<file path="config.mk">
export PLATFORM = sky130hd
export DESIGN_NAME = hdr_mode_ctrl
export DESIGN_NICKNAME = d
export VERILOG_FILES = /design/src/rtl/hdr_mode_ctrl.sv
export SDC_FILE = /design/constraint.sdc
export NUM_CORES = 1
export LEC_CHECK = 0
export ABC_CLOCK_PERIOD_IN_PS = 2200
export CAP_MARGIN = 5
export CORE_MARGIN = 3
export CORE_UTILIZATION = 49
export CTS_BUF_LIST = sky130_fd_sc_hd__clkbuf_8 sky130_fd_sc_hd__clkbuf_16
export DETAILED_ROUTE_END_ITERATION = 10
export GPL_TIMING_DRIVEN = 0
export PLACE_DENSITY = 0.77
export REMOVE_ABC_BUFFERS = 1
export SLEW_MARGIN = 25
export SYNTH_ARGS = -nofsm -noshare
export SYNTH_HDL_FRONTEND = slang
export SYNTH_SLANG_ARGS = --single-unit
</file>
<file path="constraint.sdc">
create_clock -name i_sys_clk -period 2.2 [get_ports i_sys_clk]
set_clock_uncertainty 0.15 [all_clocks]
set_input_delay 0.55 -clock i_sys_clk [delete_from_list [all_inputs] [get_ports i_sys_clk]]
set_output_delay 0.55 -clock i_sys_clk [all_outputs]
set_load 0.02 [all_outputs]
</file>
<file path="src/rtl/hdr_mode_ctrl.sv">
// Target-side HDR mode controller: hands the bus between the SDR and HDR-DDR engines
// and detects the HDR Exit / Restart patterns. Optional pending-state timeout: HDR_EXIT_TIMEOUT_EN.
module hdr_mode_ctrl #(
    parameter int TIMEOUT_CYCLES = 1024,
    parameter int TMO_W          = 11
) (
    input  logic       i_sys_clk,
    input  logic       i_sys_rst,
    input  logic       i_scl,
    input  logic       i_sda,
    input  logic       i_enthdr_valid,
    input  logic [2:0] i_enthdr_mode,
    output logic       o_sdr_en,
    output logic       o_ddr_en,
    output logic [1:0] o_mode,
    output logic       o_exit_det,
    output logic       o_restart_det,
    output logic [2:0] o_dbg_state
);

    typedef enum logic [2:0] {
        ST_SDR       = 3'd0,
        ST_HDR_DDR   = 3'd1,
        ST_HDR_IGN   = 3'd2,
        ST_EXIT_PEND = 3'd3,
        ST_EXIT_STOP = 3'd4,
        ST_RST_PEND  = 3'd5
    } state_e;

    if ((2 ** TMO_W) <= TIMEOUT_CYCLES) begin : g_tmo_w_check
        $error("hdr_mode_ctrl: TMO_W too narrow for TIMEOUT_CYCLES");
    end

    state_e     state_q, state_d;
    logic       ret_ign_q, ret_ign_d;
    logic [2:0] fcnt_q, fcnt_d;
    logic       scl_q, sda_q;
    logic       exit_d, restart_d;
    logic       sdr_en_d, ddr_en_d;
    logic [1:0] mode_d;
    state_e     ret_state;

    logic scl_edge, scl_rise, scl_fall, sda_rise, sda_fall;

    assign scl_edge  = i_scl ^ scl_q;
    assign scl_rise  = i_scl & ~scl_q;
    assign scl_fall  = ~i_scl & scl_q;
    assign sda_rise  = i_sda & ~sda_q;
    assign sda_fall  = ~i_sda & sda_q;
    assign ret_state = ret_ign_q ? ST_HDR_IGN : ST_HDR_DDR;

`ifdef HDR_EXIT_TIMEOUT_EN
    logic [TMO_W-1:0] tmo_q, tmo_d;
    logic             pend_q;
    assign pend_q = (state_q == ST_EXIT_PEND) || (state_q == ST_EXIT_STOP) ||
                    (state_q == ST_RST_PEND);
`endif

    always_comb begin
        state_d   = state_q;
        ret_ign_d = ret_ign_q;
        fcnt_d    = fcnt_q;
        exit_d    = 1'b0;
        restart_d = 1'b0;
        case (state_q)
            ST_SDR: begin
                fcnt_d = 3'd0;
                if (i_enthdr_valid) begin
                    ret_ign_d = (i_enthdr_mode != 3'd0);
                    state_d   = (i_enthdr_mode == 3'd0) ? ST_HDR_DDR : ST_HDR_IGN;
                end
            end
            ST_HDR_DDR, ST_HDR_IGN: begin
                // SCL edges win over a same-cycle SDA edge, so that SDA edge is never counted
                if (scl_edge) begin
                    fcnt_d = 3'd0;
                    if (scl_rise && (fcnt_q == 3'd2) && i_sda) begin
                        state_d = ST_RST_PEND;
                    end
                end else if (sda_fall && !i_scl) begin
                    fcnt_d = (fcnt_q >= 3'd4) ? 3'd4 : fcnt_q + 3'd1;
                    if (fcnt_q >= 3'd3) begin
                        state_d = ST_EXIT_PEND;
                    end
                end
            end
            ST_EXIT_PEND: begin
                fcnt_d = 3'd0;
                if (scl_rise) begin
                    state_d = ST_EXIT_STOP;
                end
            end
            ST_EXIT_STOP: begin
                fcnt_d = 3'd0;
                if (scl_fall) begin
                    state_d = ret_state;
                end else if (sda_rise) begin
                    state_d = ST_SDR;
                    exit_d  = 1'b1;
                end
            end
            ST_RST_PEND: begin
                fcnt_d = 3'd0;
                if (scl_fall) begin
                    state_d = ret_state;
                end else if (sda_fall) begin
                    state_d   = ret_state;
                    restart_d = 1'b1;
                end
            end
            default: begin
                state_d = ST_SDR;
                fcnt_d  = 3'd0;
            end
        endcase

`ifdef HDR_EXIT_TIMEOUT_EN
        tmo_d = '0;
        if (pend_q && (state_d == state_q)) begin
            if (tmo_q == TMO_W'(TIMEOUT_CYCLES - 1)) begin
                state_d = ret_state;
                fcnt_d  = 3'd0;
            end else begin
                tmo_d = tmo_q + 1'b1;
            end
        end
`endif

        // Outputs are decoded from the next state so they register alongside it
        sdr_en_d = (state_d == ST_SDR);
        ddr_en_d = (state_d != ST_SDR) && !ret_ign_d && !restart_d;
        if (state_d == ST_SDR) begin
            mode_d = 2'd0;
        end else begin
            mode_d = ret_ign_d ? 2'd2 : 2'd1;
        end
    end

    always_ff @(posedge i_sys_clk or negedge i_sys_rst) begin
        if (!i_sys_rst) begin
            state_q       <= ST_SDR;
            ret_ign_q     <= 1'b0;
            fcnt_q        <= 3'd0;
            scl_q         <= 1'b1;
            sda_q         <= 1'b1;
            o_sdr_en      <= 1'b1;
            o_ddr_en      <= 1'b0;
            o_mode        <= 2'd0;
            o_exit_det    <= 1'b0;
            o_restart_det <= 1'b0;
`ifdef HDR_EXIT_TIMEOUT_EN
            tmo_q         <= '0;
`endif
        end else begin
            state_q       <= state_d;
            ret_ign_q     <= ret_ign_d;
            fcnt_q        <= fcnt_d;
            scl_q         <= i_scl;
            sda_q         <= i_sda;
            o_sdr_en      <= sdr_en_d;
            o_ddr_en      <= ddr_en_d;
            o_mode        <= mode_d;
            o_exit_det    <= exit_d;
            o_restart_det <= restart_d;
`ifdef HDR_EXIT_TIMEOUT_EN
            tmo_q         <= tmo_d;
`endif
        end
    end

    assign o_dbg_state = state_q;

endmodule

</file>
==> results of run 1 <==
-- timing repair --
action                     CTS  global route
setup endpoints to repair    7             3
pin swaps                    3             1
buffers inserted             1             1
hold buffers                 0             0
gates resized for setup      4             5
hold endpoints to repair     0             0
-- Yosys cell counts, types with 2 or more instances --
cell type | n | area [µm²]
a21oi_1 | 6 | 30.0
dfrtp_1 | 12 | 300
dfstp_2 | 3 | 78.8
ha_1 | 4 | 50.1
inv_1 | 3 | 11.3
nand2_1 | 2 | 7.51
nand2b_1 | 4 | 25.0
nand3b_1 | 4 | 30.0
nor2_1 | 10 | 37.5
nor2b_1 | 3 | 18.8
-- stage by stage --
| stage | setup WS [ps] | cell area (µm²) | utilization [%] |
|---|---|---|---|
| after floorplan | 40.1 | 797 | - |
| after global placement | -697 | 977 | 63.4 |
| after detailed placement | -715 | 977 | 63.4 |
| after CTS | 3.67 | 1040 | 67.8 |
| after global routing | 0.601 | 1060 | 68.6 |
| final | 41.9 | 1060 | 68.6 |
-- kinds of logic (layout without fill, tap and decap cells) --
| group | after synthesis | after routing |
|---|---|---|
| AOI/OAI and AO/OA | 14 | 14 |
| and+or+nand+nor | 33 | 33 |
| DFF | 15 | 15 |
| buffers and inverters | 5 | 25 |
| adders and majority gates | 5 | 5 |
| muxes | 1 | 1 |
| xor gates and xnor gates | 1 | 1 |
-- worst paths after layout --
| path | start | slack [ps] | end | depth (start not counted) |
|---|---|---|---|---|
| hold reg to reg | fcnt_q[2] | 450 | fcnt_q[2] | 2 |
| min in group asynchronous | i_sys_rst | 550 | fcnt_q[2] | 1 |
| setup reg to reg | scl_q | 150 | o_mode[0] | 7 |
| hold / removal | i_scl | 300 | scl_q | 1 |
| max in group asynchronous | i_sys_rst | 930 | fcnt_q[1] | 1 |
| setup / recovery | o_dbg_state[0] | 40 | o_dbg_state[0] | 1 |
-- cell type report --
class	count	share of cell area (%)
tap	16	1.89
clock buffer	3	3.91
timing repair buffer	18	16.6
inverter	3	1.07
clock inverter	1	0.473
sequential	15	35.9
multi-input combinational	54	40.2
-- where the power goes --
part	internal, mW	switching (mW)
Combinational	0.238	0.260
Clock	0.125	0.0926
Sequential	0.355	0.0774
Total	0.718	0.430
-- layer usage --
metal	track usage [%]	vias to the layer above	share of wire, %
li1	-	302	-
met1	22.5	284	50
met2	22.8	29	42
met3	3.45	6	5.8
met4	8.29	0	1.6
met5	0	-	0
==> reports/qor.yml, run 1 <==
status:
  status: "finished clean"
global_routing:
  grt_pass1_wl_um: 2470
  antenna_found_initial: 0
  grt_start_max_net_pins: 16
  grt_pass1_vias: 577
  grt_usage_pct: 16.0
  overflow: 0
pwr:
  power_density_mw_per_mm2: 1090
  power_mw: 1.15
  vdd_drop_max_uv: 815
  p_leak_nw: 0.461
timing:
  worst_slew_pin_slew_ps: 646
  tns_ps: 0
  setup_viol_count_final: 0
  slew_viol_final: 0
  hold_viol_final: 0
  whs_ps: 297
  max_freq_mhz: 463
  finalCritPeriodShare_pct: 98.1
  relSlewSlack_pct: 56.8
  period_needed_ps: 2160
  rsz0062_at_grt: "false"
synth:
  synth.ff_latch_count: 15
  synth_xor_xnor_area_share_pct: 1.07
  avgSynthCellArea_um2: 11.0
  syn_inst: 74
  synth_edf_count: 0
  yosys.area_share.adder_pct: 7.52
  synth_top_family_by_area: "simple AND/OR/NAND/NOR gates"
  netlist_area_um2: 816
  async_reset_ff_share_pct: 100
  synth_compound_area_share_pct: 13.5
  synth_warnings: 0
  synth_mux_area_share_pct: 1.23
  synth.distinct_cells: 33
  synth-simple-area-share_pct: 26.5
  ys_seq_area_share_pct: 46.5
  synthFlopType: "dfrtp_1"
drt:
  post_drt_wl_per_cell_um: 13.8
  routed_via_density: 5.65
  drt_iter0_markers: 11
  routed_wirelength_um: 1520
  drc: 0
  firstDrtPassIters: 4
  dr_total_vias: 621
  drtAntennaViolNets: 0
cells_and_area:
  mostFrequentLayoutCell: "clkdlybuf4s50_1"
  fill_cells: 120
  fin_cells: 110
  multiInputGateArea_um2: 425
  final_cell_mix: "14 x clkdlybuf4s50_1, 12 x dfrtp_1, 10 x nor2_1, 6 x a21oi_1"
  insertedDiodeCount: 0
  drive_above_1_share_pct: 22.3
  layout.nets: 107
  register_area_um2: 379
  syn_to_final_growth_pct: 29.6
setup_path:
  required_ps: 1500
  end_kind: "primary output"
  crit_buf_inv: 1
  critPathTopFamily: "buffers and inverters"
  path_max_fanout: 10
  critPathMaxStageDelay_ps: 670
  path_cells: "clkdlybuf4s50_1"
  cp-start-kind: "register"
  cp_data_arrival_time_ps: 1460
  cp_slowest_cell: "clkdlybuf4s50_1"
  critPathKind: "reg2out"
cts:
  path_clk_slew_ps: 60
  clock_sinks: 15
  h-tree-depth: 1
  cts_tree: "built"
  clock_latency_ps: 240
  clockBufferDepth: 2
  cts_buffers: 3
  cts-root-buf: "clkbuf_8"
floorplan:
  ios: 17
  fp.dieH_um: 46.8
  dieArea_mm2: 0.00219
  core_area_mm2: 0.00154
  initial_core_util_pct: 52.9
  die_w_um: 46.8
  row_count: 14
place:
  post-place-cells: 104
  dp_hpwl_um: 1070
  place_congestion: 0.805
  numPortBuffers: 16
hold_path:
  hold_class: "in2reg"
job:
  drv_cap: 0
No activity file was read; power rests on OpenSTA's default activity.
==> run 2, diff against run 1 <==
--- a/config.mk
+++ b/config.mk
@@ -6,12 +6,12 @@
 export NUM_CORES = 1
 export LEC_CHECK = 0
 export ABC_CLOCK_PERIOD_IN_PS = 2200
-export CAP_MARGIN = 5
 export CORE_MARGIN = 3
 export CORE_UTILIZATION = 49
 export CTS_BUF_LIST = sky130_fd_sc_hd__clkbuf_8 sky130_fd_sc_hd__clkbuf_16
 export DETAILED_ROUTE_END_ITERATION = 10
 export GPL_TIMING_DRIVEN = 0
+export MAX_ROUTING_LAYER = met4
 export PLACE_DENSITY = 0.77
 export REMOVE_ABC_BUFFERS = 1
 export SLEW_MARGIN = 25
==> constraint.sdc (replaced) <==
create_clock -name i_sys_clk -period 2.2 [get_ports i_sys_clk]
set_clock_uncertainty 0.15 [all_clocks]
set_input_delay 0.66 -clock i_sys_clk [delete_from_list [all_inputs] [get_ports i_sys_clk]]
set_output_delay 0.66 -clock i_sys_clk [all_outputs]
set_load 0.02 [all_outputs]
==> run 2 against run 1 <==
Against the previous run:
- combinational power up 2%
- global-route usage rose by 1.5 points
- design area increased by 2.2%
- hold slack improved by 78 ps
- clock power increased by 2%
- total power grew 1.4%
- die area stayed put
==> reports/qor.yml, run 2 (synthesized netlist as in run 1, its figures left out) <==
status:
  status: "finished clean"
place:
  dp_hpwl_um: 1070  # unchanged
  dp_slack_ps: -825  # -110 ps
  place_congestion: 0.816  # +1.5%
  numPortBuffers: 16  # unchanged
global_routing:
  grt_pass1_vias: 596  # +3.3%
  grt.busiest_layer: "met2"
  grt_usage_pct: 17.4  # +1.5 points
  grt_pass1_wl_um: 2580  # +4.5%
  overflow: 0  # unchanged
  antenna_found_initial: 0  # unchanged
  met3_usage_pct: 3.45  # unchanged
  grt_util_met1_pct: 22.5  # unchanged
  grt_use_met2_pct: 26.0  # +3.3 points
  grt_start_max_net_pins: 16  # unchanged
timing:
  rsz0062_at_grt: "true"
  slew_viol_final: 0  # unchanged
  worst_slew_pin_slew_ps: 651  # +5.11 ps
  fin_ws_ps: 28.7  # -13.2 ps
  period_needed_ps: 2170  # +13.2 ps
  max_freq_mhz: 461  # -0.61%
  hold_viol_final: 0  # unchanged
  setup_viol_count_final: 0  # unchanged
  relSlewSlack_pct: 56.5  # -0.34 points
  whs_ps: 375  # +78.2 ps
  finalCritPeriodShare_pct: 98.7  # +0.60 points
  tns_ps: 0  # unchanged
cts:
  clock_latency_ps: 250  # about the same
  path_clk_slew_ps: 60  # about the same
  cts_tree: "built"
  clockBufferDepth: 2  # unchanged
  clock_sinks: 15  # unchanged
  ctsHoldBuffers: 0  # unchanged
  cts_buffers: 3  # unchanged
  h-tree-depth: 1  # unchanged
  cts-root-buf: "clkbuf_8"
setup_path:
  cp_data_arrival_time_ps: 2140  # +680 ps
  cp_slowest_cell: "nor3_4"
  critPathKind: "in2reg"
  path_cells: "buf_8 > inv_4 > ha_4 > and4bb_2 > buf_4 > a32oi_1 > o311ai_2 > nor3_4 > nor2_1"
  path_max_fanout: 4  # -6
  required_ps: 2170  # +670 ps
  critPathTopFamily: "simple AND/OR/NAND/NOR gates"
  crit_buf_inv: 3  # +2
  critPathMaxStageDelay_ps: 290  # -380 ps
  cp-start-kind: "input port"
  end_kind: "register"
drt:
  routed_via_density: 5.79  # +2.5%
  drtAntennaViolNets: 0  # unchanged
  routed_wirelength_um: 1680  # +11%
  firstDrtPassIters: 4  # unchanged
  dr_total_vias: 648  # +4.3%
  post_drt_wl_per_cell_um: 15.0  # +9.0%
  drc: 0  # unchanged
  drt_iter0_markers: 11  # unchanged
pwr:
  p_leak_nw: 0.485  # +5.1%
  power_density_mw_per_mm2: 1080  # -0.78%
  vdd_drop_max_uv: 822  # +0.83%
cells_and_area:
  final_cell_mix: "12 x clkdlybuf4s50_1, 11 x dfrtp_1, 10 x nor2_1, 6 x a21oi_1"
  mostFrequentLayoutCell: "clkdlybuf4s50_1"
  fill_cells: 119  # -0.83%
  fin_util_pct: 70.1  # +1.5 points
  layout.nets: 109  # +1.9%
  drive_above_1_share_pct: 25.0  # +2.7 points
  insertedDiodeCount: 0  # unchanged
  syn_to_final_growth_pct: 32.5
floorplan:
  fp.dieH_um: 46.8  # unchanged
  row_count: 14  # unchanged
  initial_core_util_pct: 52.9  # unchanged
  core_area_mm2: 0.00154  # unchanged
  die_w_um: 46.8  # unchanged
  dieArea_mm2: 0.00219  # unchanged
  ios: 17  # unchanged
hold_path:
  hold_class: "in2reg"
job:
  drv_cap: 0  # unchanged
-- run 2: metal layers --
metal	wire (µm)	vias to the layer above
li1	-	306
met1	782	315
met2	757	23
met3	110	4
met4	31	0
met5	0	-
-- run 2: final timing paths --
| check | startpoint | end | slack, ps | cells after the start |
|---|---|---|---|---|
| worst min-delay path | i_scl | scl_q | 380 | 1 |
| worst min register to register | fcnt_q[1] | fcnt_q[1] | 450 | 2 |
| worst max-delay path | i_scl | o_mode[0] | 30 | 9 |
| max in group asynchronous | i_sys_rst | o_dbg_state[0] | 780 | 1 |
| worst max register to register | scl_q | o_mode[0] | 80 | 7 |
| min in group asynchronous | i_sys_rst | o_ddr_en | 660 | 1 |
-- run 2: final cells by class --
type,instances,area [µm²],area share (%)
Timing Repair Buffer,20,195,18.1
Inverter,3,13.8,1.27
Multi-Input combinational cell,54,425,39.4
Sequential cell,15,380,35.2
Tap cell,16,20.0,1.85
Clock buffer,3,41.3,3.82
Clock inverter,1,5.00,0.463
-- run 2: timing repair --
action,in CTS,in global routing
buffers inserted,1,3
setup endpoints to repair,9,4
resized for setup,10,5
pin swaps,3,6
-- run 2: stage by stage --
step | cells | instance area (µm²) | power (mW)
2_1_floorplan | 72 | 797 | 0.739
3_3_place_gp | 104 | 977 | 0.918
3_5_place_dp | 104 | 977 | 0.924
4_1_cts | 109 | 1050 | 1.16
5_1_grt | 112 | 1080 | 1.22
6_report | 112 | 1080 | 1.16
-- run 2: where the power goes --
part / internal [mW] / leakage [nW] / switching [mW] / total [mW]
Clock: 0.125 / 0.0255 / 0.0964 / 0.222
Sequential: 0.357 / 0.186 / 0.0775 / 0.434
Combinational: 0.234 / 0.273 / 0.274 / 0.508
Total: 0.716 / 0.485 / 0.448 / 1.16
==> run 3, diff against run 2 <==
--- a/config.mk
+++ b/config.mk
@@ -6,7 +6,6 @@
 export NUM_CORES = 1
 export LEC_CHECK = 0
 export ABC_CLOCK_PERIOD_IN_PS = 2200
-export CORE_MARGIN = 3
 export CORE_UTILIZATION = 49
 export CTS_BUF_LIST = sky130_fd_sc_hd__clkbuf_8 sky130_fd_sc_hd__clkbuf_16
 export DETAILED_ROUTE_END_ITERATION = 10
@@ -14,6 +13,7 @@
 export MAX_ROUTING_LAYER = met4
 export PLACE_DENSITY = 0.77
 export REMOVE_ABC_BUFFERS = 1
+export SETUP_SLACK_MARGIN = 0.5
 export SLEW_MARGIN = 25
 export SYNTH_ARGS = -nofsm -noshare
 export SYNTH_HDL_FRONTEND = slang
==> run 3 against run 2 <==
Against the previous run:
- sequential cell count unchanged
- global-route usage rose by 6.1 points
- design area up 4.6%
- critical endpoint is now o_mode[1]
==> reports/qor.yml, run 3 (synthesized netlist as in run 1, its figures left out) <==
status:
  status: "finished clean"
cells_and_area:
  final_cell_mix: "10 x nor2_1, 10 x dfrtp_1, 10 x buf_4, 5 x a21oi_1, 5 x dlygate4sd2_1"
  insertedDiodeCount: 0  # unchanged
  layout.nets: 116  # +6.4%
  fin_cells: 119  # +6.3%
  fin_area_mm2: 0.00113  # +4.6%
  syn_to_final_growth_pct: 38.6
  drive_above_1_share_pct: 40.8  # +16 points
pwr:
  power_mw: 1.21  # +4.0%
  p_leak_nw: 0.523  # +7.9%
  power_density_mw_per_mm2: 1070  # -0.60%
  vdd_drop_max_uv: 744  # -9.4%
global_routing:
  overflow: 0  # unchanged
  grt_pass1_vias: 649  # +8.9%
  grt_use_met2_pct: 35.5  # +9.4 points
  grt.busiest_layer: "met2"
  grt_util_met1_pct: 30.2  # +7.7 points
  grt_usage_pct: 23.6  # +6.1 points
  antenna_found_initial: 0  # unchanged
  met3_usage_pct: 5.11  # +1.7 points
  grt_start_max_net_pins: 16  # unchanged
  grt_pass1_wl_um: 2990  # +16%
drt:
  drt_iter0_markers: 18  # +7
  firstDrtPassIters: 4  # unchanged
  drc: 0  # unchanged
  post_drt_wl_per_cell_um: 14.9  # -0.68%
  routed_via_density: 5.61  # -3.1%
  routed_wirelength_um: 1780  # +5.5%
  drtAntennaViolNets: 0  # unchanged
  dr_total_vias: 667  # +2.9%
place:
  place_area_um2: 977  # unchanged
  post-place-cells: 104  # unchanged
  place_congestion: 0.851  # +4.2%
  dp_slack_ps: -833  # -8.05 ps
  dp_hpwl_um: 1110  # +3.7%
  numPortBuffers: 16  # unchanged
timing:
  relSlewSlack_pct: 58.0  # +1.5 points
  hold_viol_final: 0  # unchanged
  finalCritPeriodShare_pct: 92.8  # -5.9 points
  rsz0062_at_grt: "true"
  max_freq_mhz: 490  # +6.4%
  fin_ws_ps: 159  # +130 ps
  setup_viol_count_final: 0  # unchanged
  whs_ps: 412  # +37.3 ps
  slew_viol_final: 0  # unchanged
  period_needed_ps: 2040  # -130 ps
  worst_slew_pin_slew_ps: 628  # -22.7 ps
setup_path:
  path_max_fanout: 4  # unchanged
  critPathKind: "reg2reg"
  cp_data_arrival_time_ps: 2020  # -120 ps
  cp-start-kind: "register"
  end_kind: "register"
  required_ps: 2180  # about the same
cts:
  clock_sinks: 15  # unchanged
  cts_tree: "built"
  h-tree-depth: 1  # unchanged
  ctsHoldBuffers: 0  # unchanged
  cts_buffers: 3  # unchanged
  cts-root-buf: "clkbuf_8"
  path_clk_slew_ps: 60  # about the same
  clock_latency_ps: 250  # about the same
  clockBufferDepth: 2  # unchanged
floorplan:
  initial_core_util_pct: 53.5  # +0.61 points
  fp.dieH_um: 42.8  # -8.5%
  die_w_um: 42.8  # -8.5%
  core_area_mm2: 0.00152  # -1.1%
  ios: 17  # unchanged
  row_count: 14  # unchanged
  dieArea_mm2: 0.00183  # -16%
hold_path:
  hold_class: "in2reg"
job:
  drv_cap: 0  # unchanged
-- run 3: layout make-up --
class | instances | area (µm²)
clock buffers | 3 | 41.3
well taps | 16 | 20.0
clock inverters | 1 | 5.00
inverters | 3 | 13.8
flip-flops and latches | 15 | 382
repair buffers | 27 | 231
multi-input cells | 54 | 438
fillers | 114 | 393
-- run 3: worst max-delay path, cell delays in order (launching register included) --
cell and delay (ps):
dfstp_2 560, ha_4 200, and4bb_2 320, a221o_1 180
o2111ai_2 150, nor3_4 300, nor2b_1 80
-- run 3: repair_timing --
item                                   in CTS  in global routing
pin swaps                                  10                  3
setup buffers                               7                  4
setup endpoints to repair                  22                 14
gates resized for setup                    52                  4
endpoints found under the hold margin       0                  0
-- run 3: path summary, 6_finish.rpt --
kind | from | endpoint | slack, ps | cells after the start
worst max register to register | scl_q | o_mode[1] | 160 | 6
worst min register to register | fcnt_q[2] | fcnt_q[2] | 440 | 2
worst min-delay path | i_sda | sda_q | 410 | 1
worst max-delay path | scl_q | o_mode[1] | 160 | 6
min in group asynchronous | i_sys_rst | o_exit_det | 650 | 1
max in group asynchronous | i_sys_rst | o_dbg_state[0] | 810 | 1
-- run 3: through the flow --
step                      TNS, ps  util (%)
after floorplan              -198         -
after global placement      -4620      64.1
after detailed placement    -4780      64.1
after CTS                       0      72.5
after global routing            0      74.2
final                           0      74.2
-- run 3: where the power goes --
part	internal, mW	switching, mW
Clock	0.126	0.0995
Combinational	0.267	0.292
Sequential	0.358	0.0696
-- run 3: per-layer routing --
metal  part of all wire (%)  wire length, µm  up-vias
met5                      0                0        -
met4                    1.9               34        0
met3                    4.8               86        5
met2                     49              867       19
met1                     44              787      322
li1                       -                -      321
